## config.mk

```make
export PLATFORM = sky130hd
export DESIGN_NAME = rle_flash_reader_flat
export DESIGN_NICKNAME = d
export VERILOG_FILES = /design/src/rtl/rle_flash_reader_if.sv /design/src/rtl/rle_flash_reader.sv /design/src/flat_wrapper.sv
export SDC_FILE = /design/constraint.sdc
export NUM_CORES = 1
export LEC_CHECK = 0
export CORE_ASPECT_RATIO = 0.75
export CORE_MARGIN = 8
export CORE_UTILIZATION = 60
export DETAILED_ROUTE_END_ITERATION = 8
export PLACE_DENSITY_LB_ADDON = 0.15
export SLEW_MARGIN = 5
export SYNTH_ARGS = -nofsm -noshare
export SYNTH_HDL_FRONTEND = slang
export SYNTH_SLANG_ARGS = --single-unit
export TNS_END_PERCENT = 100
```

## constraint.sdc

```tcl
create_clock -name clk -period 5.9 [get_ports clk]
set_clock_uncertainty 0.05 [all_clocks]
set_input_delay 0.59 -clock clk [delete_from_list [all_inputs] [get_ports clk]]
set_output_delay 0.59 -clock clk [all_outputs]
set_load 0.05 [all_outputs]
```

## src/rtl/rle_flash_reader_if.sv

```systemverilog
// Decoder-side word stream, pointer control and SPI flash pins of the RLE flash reader.
interface rle_flash_reader_if;
  logic        read_next;
  logic        stop_data;
  logic        data_ready;
  logic [15:0] data;
  logic [1:0]  save_addr;
  logic [1:0]  load_addr;
  logic        clear_addr;
  logic        spi_cs_n;
  logic        spi_sck;
  logic        spi_mosi;
  logic        spi_miso;

  modport slave (
    input  read_next, stop_data, save_addr, load_addr, clear_addr, spi_miso,
    output data_ready, data, spi_cs_n, spi_sck, spi_mosi
  );

  modport master (
    output read_next, stop_data, save_addr, load_addr, clear_addr, spi_miso,
    input  data_ready, data, spi_cs_n, spi_sck, spi_mosi
  );
endinterface

```

## src/rtl/rle_flash_reader.sv

```systemverilog
// Streams 16-bit RLE words from a SPI flash (sequential READ, mode 0) into a 2-entry FIFO,
// with two saved read pointers so the decoder can replay a frame or a row.
module rle_flash_reader #(
  parameter int unsigned       ADDR_W     = 24,
  parameter logic [ADDR_W-1:0] START_ADDR = '0,
  parameter logic [7:0]        READ_CMD   = 8'h03,
  parameter int unsigned       CS_IDLE    = 2
) (
  input logic               clk,
  input logic               rst,
  rle_flash_reader_if.slave bus
);
  localparam int unsigned TX_W   = 8 + ADDR_W;
  localparam int unsigned BIT_W  = (ADDR_W > 16) ? $clog2(ADDR_W) : 4;
  localparam int unsigned IDLE_W = (CS_IDLE > 1) ? $clog2(CS_IDLE + 1) : 1;

  typedef enum logic [1:0] {ST_IDLE, ST_CMD, ST_ADDR, ST_DATA} state_e;

  state_e              state_q, state_d;
  logic                cs_n_q, cs_n_d;
  logic                sck_q, sck_d;
  logic                mosi_q, mosi_d;
  logic                lead_q, lead_d;
  logic [BIT_W-1:0]    bit_cnt_q, bit_cnt_d;
  logic [TX_W-1:0]     tx_q, tx_d;
  logic [14:0]         rx_q, rx_d;
  logic [IDLE_W-1:0]   idle_cnt_q, idle_cnt_d;
  logic [15:0]         fifo0_q, fifo0_d, fifo1_q, fifo1_d;
  logic [1:0]          count_q, count_d;
  logic                data_ready_q, data_ready_d;
  logic [ADDR_W-1:0]   head_q, head_d, slot0_q, slot0_d, slot1_q, slot1_d;

  logic                pop, push, restart, idle_done;
  logic [15:0]         word_in;
  logic [ADDR_W-1:0]   head_pop, fetch_addr;

  always_comb begin
    state_d      = state_q;
    cs_n_d       = cs_n_q;
    sck_d        = sck_q;
    mosi_d       = mosi_q;
    lead_d       = lead_q;
    bit_cnt_d    = bit_cnt_q;
    tx_d         = tx_q;
    rx_d         = rx_q;
    fifo0_d      = fifo0_q;
    fifo1_d      = fifo1_q;
    count_d      = count_q;
    slot0_d      = slot0_q;
    slot1_d      = slot1_q;
    push         = 1'b0;
    pop          = bus.read_next && data_ready_q;
    restart      = bus.clear_addr || (|bus.load_addr);
    word_in      = {rx_q, bus.spi_miso};
    head_pop     = head_q + (pop ? ADDR_W'(2) : ADDR_W'(0));
    fetch_addr   = head_q + ADDR_W'({count_q, 1'b0});
    idle_done    = (32'(idle_cnt_q) + 32'd1) >= CS_IDLE;
    idle_cnt_d   = !cs_n_q ? '0 :
                   (idle_cnt_q == IDLE_W'(CS_IDLE)) ? idle_cnt_q : idle_cnt_q + IDLE_W'(1);

    // Bit engine: one low cycle (mosi set up) then one high cycle (miso sampled at its end)
    case (state_q)
      ST_IDLE: begin
        if (!bus.stop_data && idle_done) begin
          state_d          = ST_CMD;
          cs_n_d           = 1'b0;
          lead_d           = 1'b1;
          bit_cnt_d        = '0;
          {mosi_d, tx_d}   = {READ_CMD, fetch_addr, 1'b0};
        end
      end
      default: begin
        if (sck_q) begin
          sck_d          = 1'b0;
          {mosi_d, tx_d} = {tx_q, 1'b0};
          rx_d           = word_in[14:0];
          bit_cnt_d      = bit_cnt_q + BIT_W'(1);
          if (state_q == ST_CMD && bit_cnt_q == BIT_W'(7)) begin
            state_d   = ST_ADDR;
            bit_cnt_d = '0;
          end
          if (state_q == ST_ADDR && bit_cnt_q == BIT_W'(ADDR_W - 1)) begin
            state_d   = ST_DATA;
            bit_cnt_d = '0;
          end
          if (state_q == ST_DATA && bit_cnt_q == BIT_W'(15)) begin
            push      = 1'b1;
            bit_cnt_d = '0;
          end
        end else if (bus.stop_data) begin
          state_d = ST_IDLE;
          cs_n_d  = 1'b1;
          mosi_d  = 1'b0;
        end else if (lead_q) begin
          lead_d = 1'b0;
        end else if (!(state_q == ST_DATA && bit_cnt_q == '0 && count_q == 2'd2)) begin
          // Withhold the next word's clocks while both entries are occupied
          sck_d = 1'b1;
        end
      end
    endcase

    case ({push, pop})
      2'b10: begin
        if (count_q == 2'd0) fifo0_d = word_in;
        else                 fifo1_d = word_in;
        count_d = count_q + 2'd1;
      end
      2'b01: begin
        fifo0_d = fifo1_q;
        count_d = count_q - 2'd1;
      end
      2'b11: begin
        if (count_q == 2'd1) begin
          fifo0_d = word_in;
        end else begin
          fifo0_d = fifo1_q;
          fifo1_d = word_in;
        end
      end
      default: ;
    endcase

    head_d = head_pop;
    if (bus.save_addr[0]) slot0_d = head_pop;
    if (bus.save_addr[1]) slot1_d = head_pop;

    // Restart overrides everything and uses the slot values from before this cycle's save
    if (restart) begin
      state_d = ST_IDLE;
      cs_n_d  = 1'b1;
      sck_d   = 1'b0;
      mosi_d  = 1'b0;
      lead_d  = 1'b0;
      count_d = 2'd0;
      head_d  = bus.clear_addr   ? START_ADDR :
                bus.load_addr[1] ? slot1_q : slot0_q;
    end

    data_ready_d = (count_d != 2'd0);
  end

  always_ff @(posedge clk or posedge rst) begin
    if (rst) begin
      state_q      <= ST_IDLE;
      cs_n_q       <= 1'b1;
      sck_q        <= 1'b0;
      mosi_q       <= 1'b0;
      lead_q       <= 1'b0;
      bit_cnt_q    <= '0;
      tx_q         <= '0;
      rx_q         <= '0;
      idle_cnt_q   <= IDLE_W'(CS_IDLE);
      fifo0_q      <= '0;
      fifo1_q      <= '0;
      count_q      <= 2'd0;
      data_ready_q <= 1'b0;
      head_q       <= START_ADDR;
      slot0_q      <= START_ADDR;
      slot1_q      <= START_ADDR;
    end else begin
      state_q      <= state_d;
      cs_n_q       <= cs_n_d;
      sck_q        <= sck_d;
      mosi_q       <= mosi_d;
      lead_q       <= lead_d;
      bit_cnt_q    <= bit_cnt_d;
      tx_q         <= tx_d;
      rx_q         <= rx_d;
      idle_cnt_q   <= idle_cnt_d;
      fifo0_q      <= fifo0_d;
      fifo1_q      <= fifo1_d;
      count_q      <= count_d;
      data_ready_q <= data_ready_d;
      head_q       <= head_d;
      slot0_q      <= slot0_d;
      slot1_q      <= slot1_d;
    end
  end

  assign bus.data_ready = data_ready_q;
  assign bus.data       = fifo0_q;
  assign bus.spi_cs_n   = cs_n_q;
  assign bus.spi_sck    = sck_q;
  assign bus.spi_mosi   = mosi_q;
endmodule

```

## src/flat_wrapper.sv

```systemverilog
// flat-port wrapper written by rule: the top's interface ports become plain ports
module rle_flash_reader_flat 
#(
  parameter int unsigned       ADDR_W     = 24,
  parameter logic [ADDR_W-1:0] START_ADDR = '0,
  parameter logic [7:0]        READ_CMD   = 8'h03,
  parameter int unsigned       CS_IDLE    = 2
)
  (clk, rst, bus_read_next, bus_stop_data, bus_save_addr, bus_load_addr, bus_clear_addr, bus_spi_miso, bus_data_ready, bus_data, bus_spi_cs_n, bus_spi_sck, bus_spi_mosi);
  rle_flash_reader_if bus_i ();
  input logic clk;
  input logic rst;
  input wire logic [$bits(bus_i.read_next)-1:0] bus_read_next;
  input wire logic [$bits(bus_i.stop_data)-1:0] bus_stop_data;
  input wire logic [$bits(bus_i.save_addr)-1:0] bus_save_addr;
  input wire logic [$bits(bus_i.load_addr)-1:0] bus_load_addr;
  input wire logic [$bits(bus_i.clear_addr)-1:0] bus_clear_addr;
  input wire logic [$bits(bus_i.spi_miso)-1:0] bus_spi_miso;
  output wire logic [$bits(bus_i.data_ready)-1:0] bus_data_ready;
  output wire logic [$bits(bus_i.data)-1:0] bus_data;
  output wire logic [$bits(bus_i.spi_cs_n)-1:0] bus_spi_cs_n;
  output wire logic [$bits(bus_i.spi_sck)-1:0] bus_spi_sck;
  output wire logic [$bits(bus_i.spi_mosi)-1:0] bus_spi_mosi;
  assign bus_i.read_next = bus_read_next;
  assign bus_i.stop_data = bus_stop_data;
  assign bus_i.save_addr = bus_save_addr;
  assign bus_i.load_addr = bus_load_addr;
  assign bus_i.clear_addr = bus_clear_addr;
  assign bus_i.spi_miso = bus_spi_miso;
  assign bus_data_ready = bus_i.data_ready;
  assign bus_data = bus_i.data;
  assign bus_spi_cs_n = bus_i.spi_cs_n;
  assign bus_spi_sck = bus_i.spi_sck;
  assign bus_spi_mosi = bus_i.spi_mosi;
  rle_flash_reader #(.ADDR_W(ADDR_W), .START_ADDR(START_ADDR), .READ_CMD(READ_CMD), .CS_IDLE(CS_IDLE)) u_core (.clk(clk), .rst(rst), .bus(bus_i));
endmodule
```

==> run summary <==
Post-synthesis register bit count -> 166
Compound-gate portion of the synthesized area -> 15.74%
Largest family of logic cells by synthesized area -> simple AND/OR/NAND/NOR gates
Initial cell density of the core -> 61.38%
Final core utilization -> 68.60%
Mapped Area -> 0.007963 sq mm
Ys Warns -> 0
Worst-path fanout max -> 16
Slew Viols, Final -> 0
WL/cell -> 18.82 um
Total Wirelength -> 18860 um
Post-Synth XOR/XNOR Area -> 3.740%
DRT Pass-1 Iters -> 5
# diodes -> 0
Leakage Power -> 3.956 nW
Top-area cell type share of the netlist area -> 51.54%
Register area share after synthesis -> 52.20%
Die area -> 0.01725 sq mm
WP buf/inv -> 1
Grt ovf -> 0
Critical path startpoint category -> register
I/O Buffers -> 29
RePlAce Congestion -> 0.8665
CP max stage cell -> nor2_1
Layout cells sized above 1 -> 10.23%
Crit. End Element -> register
Remaining antenna violation count after routing -> 0
Synth Area in Adders -> 2.923%
P&R area growth vs syn -> 11.75%
Crit path DAT -> 3.73 ns
WS Path Type -> reg2reg
DRT iter0 DRCs -> 683
Hold Buf Count CTS -> 0
CP top delay family -> simple AND/OR/NAND/NOR gates
Via count -> 6162
R2R Setup Slk -> 2.48 ns
Clock Latency Late Sink -> 0.44 ns
Simple-Gate Fraction of Synth Area -> 17.54%
Initial antenna violation count -> 0
Yosys top cell by area -> dfrtp_1
TritonCTS clock tree -> built
Core ar. -> 0.01297 sq mm
Synth top area cells -> dfrtp_1, a21oi_1, nor2_1
Post-CTS Setup Repair Bufs -> 0
Mean Syn Cell Area -> 9.867 sq um
Cells after synthesis -> 807
CTS Sinks -> 166
Setup Total Neg Slack -> 0 ns
CP peak stage delay -> 0.96 ns
Fmax -> 292.2 MHz
Outcome -> complete, no violations
Max Buffers Root-to-Sink -> 2
Slew @ Worst Pin -> 1.291 ns
Final Hold Vio Count -> 0
Num rows -> 36
Worst hold path class -> reg2reg
Max VDD drop -> 0.0002591 V
Vias per std cell -> 6.150
Gr usage total -> 23.27%
Post-CTS Resized -> 0
Worst-path cell chain -> ha_1, nand2_1, nor2_1, ha_1, and3_1, nand2_1, inv_1, ha_1, a21oi_1, nor2_1, a22oi_1, a21oi_1
Largest net degree at the start of global routing -> 89
Synth async-reset ratio -> 100.0%
Tmin final -> 3.423 ns
RSZ-0062 raised after global routing -> no
First-pass GRT wire length -> 31680 um
Synth Flop Type -> dfrtp_1
Post-synthesis mux area share -> 4.243%
CTS clk-pin slew, worst paths -> 0.07 ns
Pwr per Cell Area -> 308.9 mW/mm^2
Synth unique cells -> 65
Die W -> 149.0 um
Die height -> 115.8 um
Data required, critical path -> 6.21 ns
Finish-stage setup viols -> 0
Max-cap violations -> 0
# DRC -> 0
CTS buffer count -> 17
DP HPWL -> 12300 um
Io pins -> 30
Final nets -> 846
Htree depth -> 4
Period utilization -> 58.01%
Number of global-route vias before repair -> 6117
Worst path most repeated cell -> ha_1
Worst slew margin -> 13.64%
Number of flops mapped to enable cells by yosys -> 0
Clk root buf -> clkbuf_16
Mapped Nets -> 835
[per-layer routing]
layer	GRT usage [%]	vias to the layer above	share of wire [%]
met5	0	-	0
met4	8.585	0	1.4
met3	4.799	27	7.0
met2	36.09	235	46
met1	31.92	3053	45
li1	-	2847	-
[layout make-up]
class / count / area, sq um
Clock buffer: 21 / 450.4
Clock inverter: 11 / 113.9
Fill cell: 977 / 4074
Inverter: 17 / 68.82
Multi-Input combinational cell: 576 / 3522
Sequential cell: 166 / 4156
Tap cell: 171 / 214.0
Timing Repair Buffer: 40 / 372.9
[sequential cells by signal, summed over array words and instances (netlist names), 2 cells and up]
register	flops
u_core.count_q	2
u_core.slot0_q	24
u_core.fifo1_q	16
u_core.idle_cnt_q	2
u_core.slot1_q	24
u_core.tx_q	31
u_core.rx_q	15
u_core.bit_cnt_q	5
u_core.bus.data	16
u_core.head_q	24
u_core.state_q	2
[path summary, 6_finish.rpt]
path                                      from                  end  cells past startpoint
max                        u_core.bit_cnt_q[0]  u_core.bus.data[11]                     12
min                            u_core.tx_q[13]      u_core.tx_q[13]                      2
max reg2reg                u_core.bit_cnt_q[0]  u_core.bus.data[11]                     12
min reg2reg                    u_core.tx_q[13]      u_core.tx_q[13]                      2
max in group asynchronous                  rst    u_core.head_q[11]                      3
min in group asynchronous                  rst      u_core.tx_q[14]                      2
[stage by stage]
step                      hold slack (ns)  instance area (sq um)  total power, W  instances  setup slack, ns
after floorplan                    0.3989                   7963        0.001597        807           0.7733
after global placement             0.4139                   8334        0.001662        970            2.878
after detailed placement           0.4235                   8334        0.001689        970            2.662
after CTS                          0.4382                   8899        0.002760       1002            2.517
after global routing               0.4675                   8899        0.002868       1002            2.241
final                              0.4399                   8899        0.002748       1002            2.477
[cell usage in the layout (no fill, tap or decap), types with 6 or more instances in the layout]
cell type          n
nand3_1            6
xnor2_1           21
o22ai_1            6
o21ai_0           28
inv_6              6
nand2_1           98
mux2i_1            9
a22oi_1           36
inv_1             16
xor2_1            13
buf_4             11
a21oi_1           89
a22o_1             7
nor3_1            16
clkdlybuf4s50_1   29
nand4_1            8
nor2_1           110
dfrtp_1          164
clkbuf_16         17
mux2_2            22
ha_1              17
a31oi_1            7
[worst reg2reg max path, delay by kind of cell (launching register included)]
family,cells,cell delay [ns]
flops,1,0.42
buf+inv,1,0.15
fa+ha+maj,3,0.62
simple gates,5,1.57
compound gates,3,0.54
[cells in the mapped netlist, types with 4 or more instances]
master	number
a22o_1	7
o22ai_1	6
a211oi_1	5
nand4_1	8
and3_1	5
a21oi_1	90
clkbuf_1	29
mux2_2	22
xor2_1	13
ha_1	17
nand3_1	6
inv_1	17
dfrtp_1	164
a21boi_0	4
mux2i_1	9
a22oi_1	36
buf_2	13
a31oi_1	7
nor3_1	16
nor2_1	110
nor4_1	5
o21ai_0	28
xnor2_1	21
and2_1	5
o21ai_1	5
nand2_1	98
[cells by family (layout without fill, tap and decap cells)]
logic type	Yosys count	in the layout
mux	31	31
flops	166	166
compound gates	206	206
simple gates	287	287
fa+ha+maj	18	18
xor+xnor	34	34
buf+inv	65	89
[power by group]
part	internal, W	switching [W]	total [W]
logic	0.000124	0.000204	0.000328
registers	0.00126	0.0000883	0.00134
clock network	0.000601	0.000475	0.00108
No activity file was read; power rests on OpenSTA's default activity.
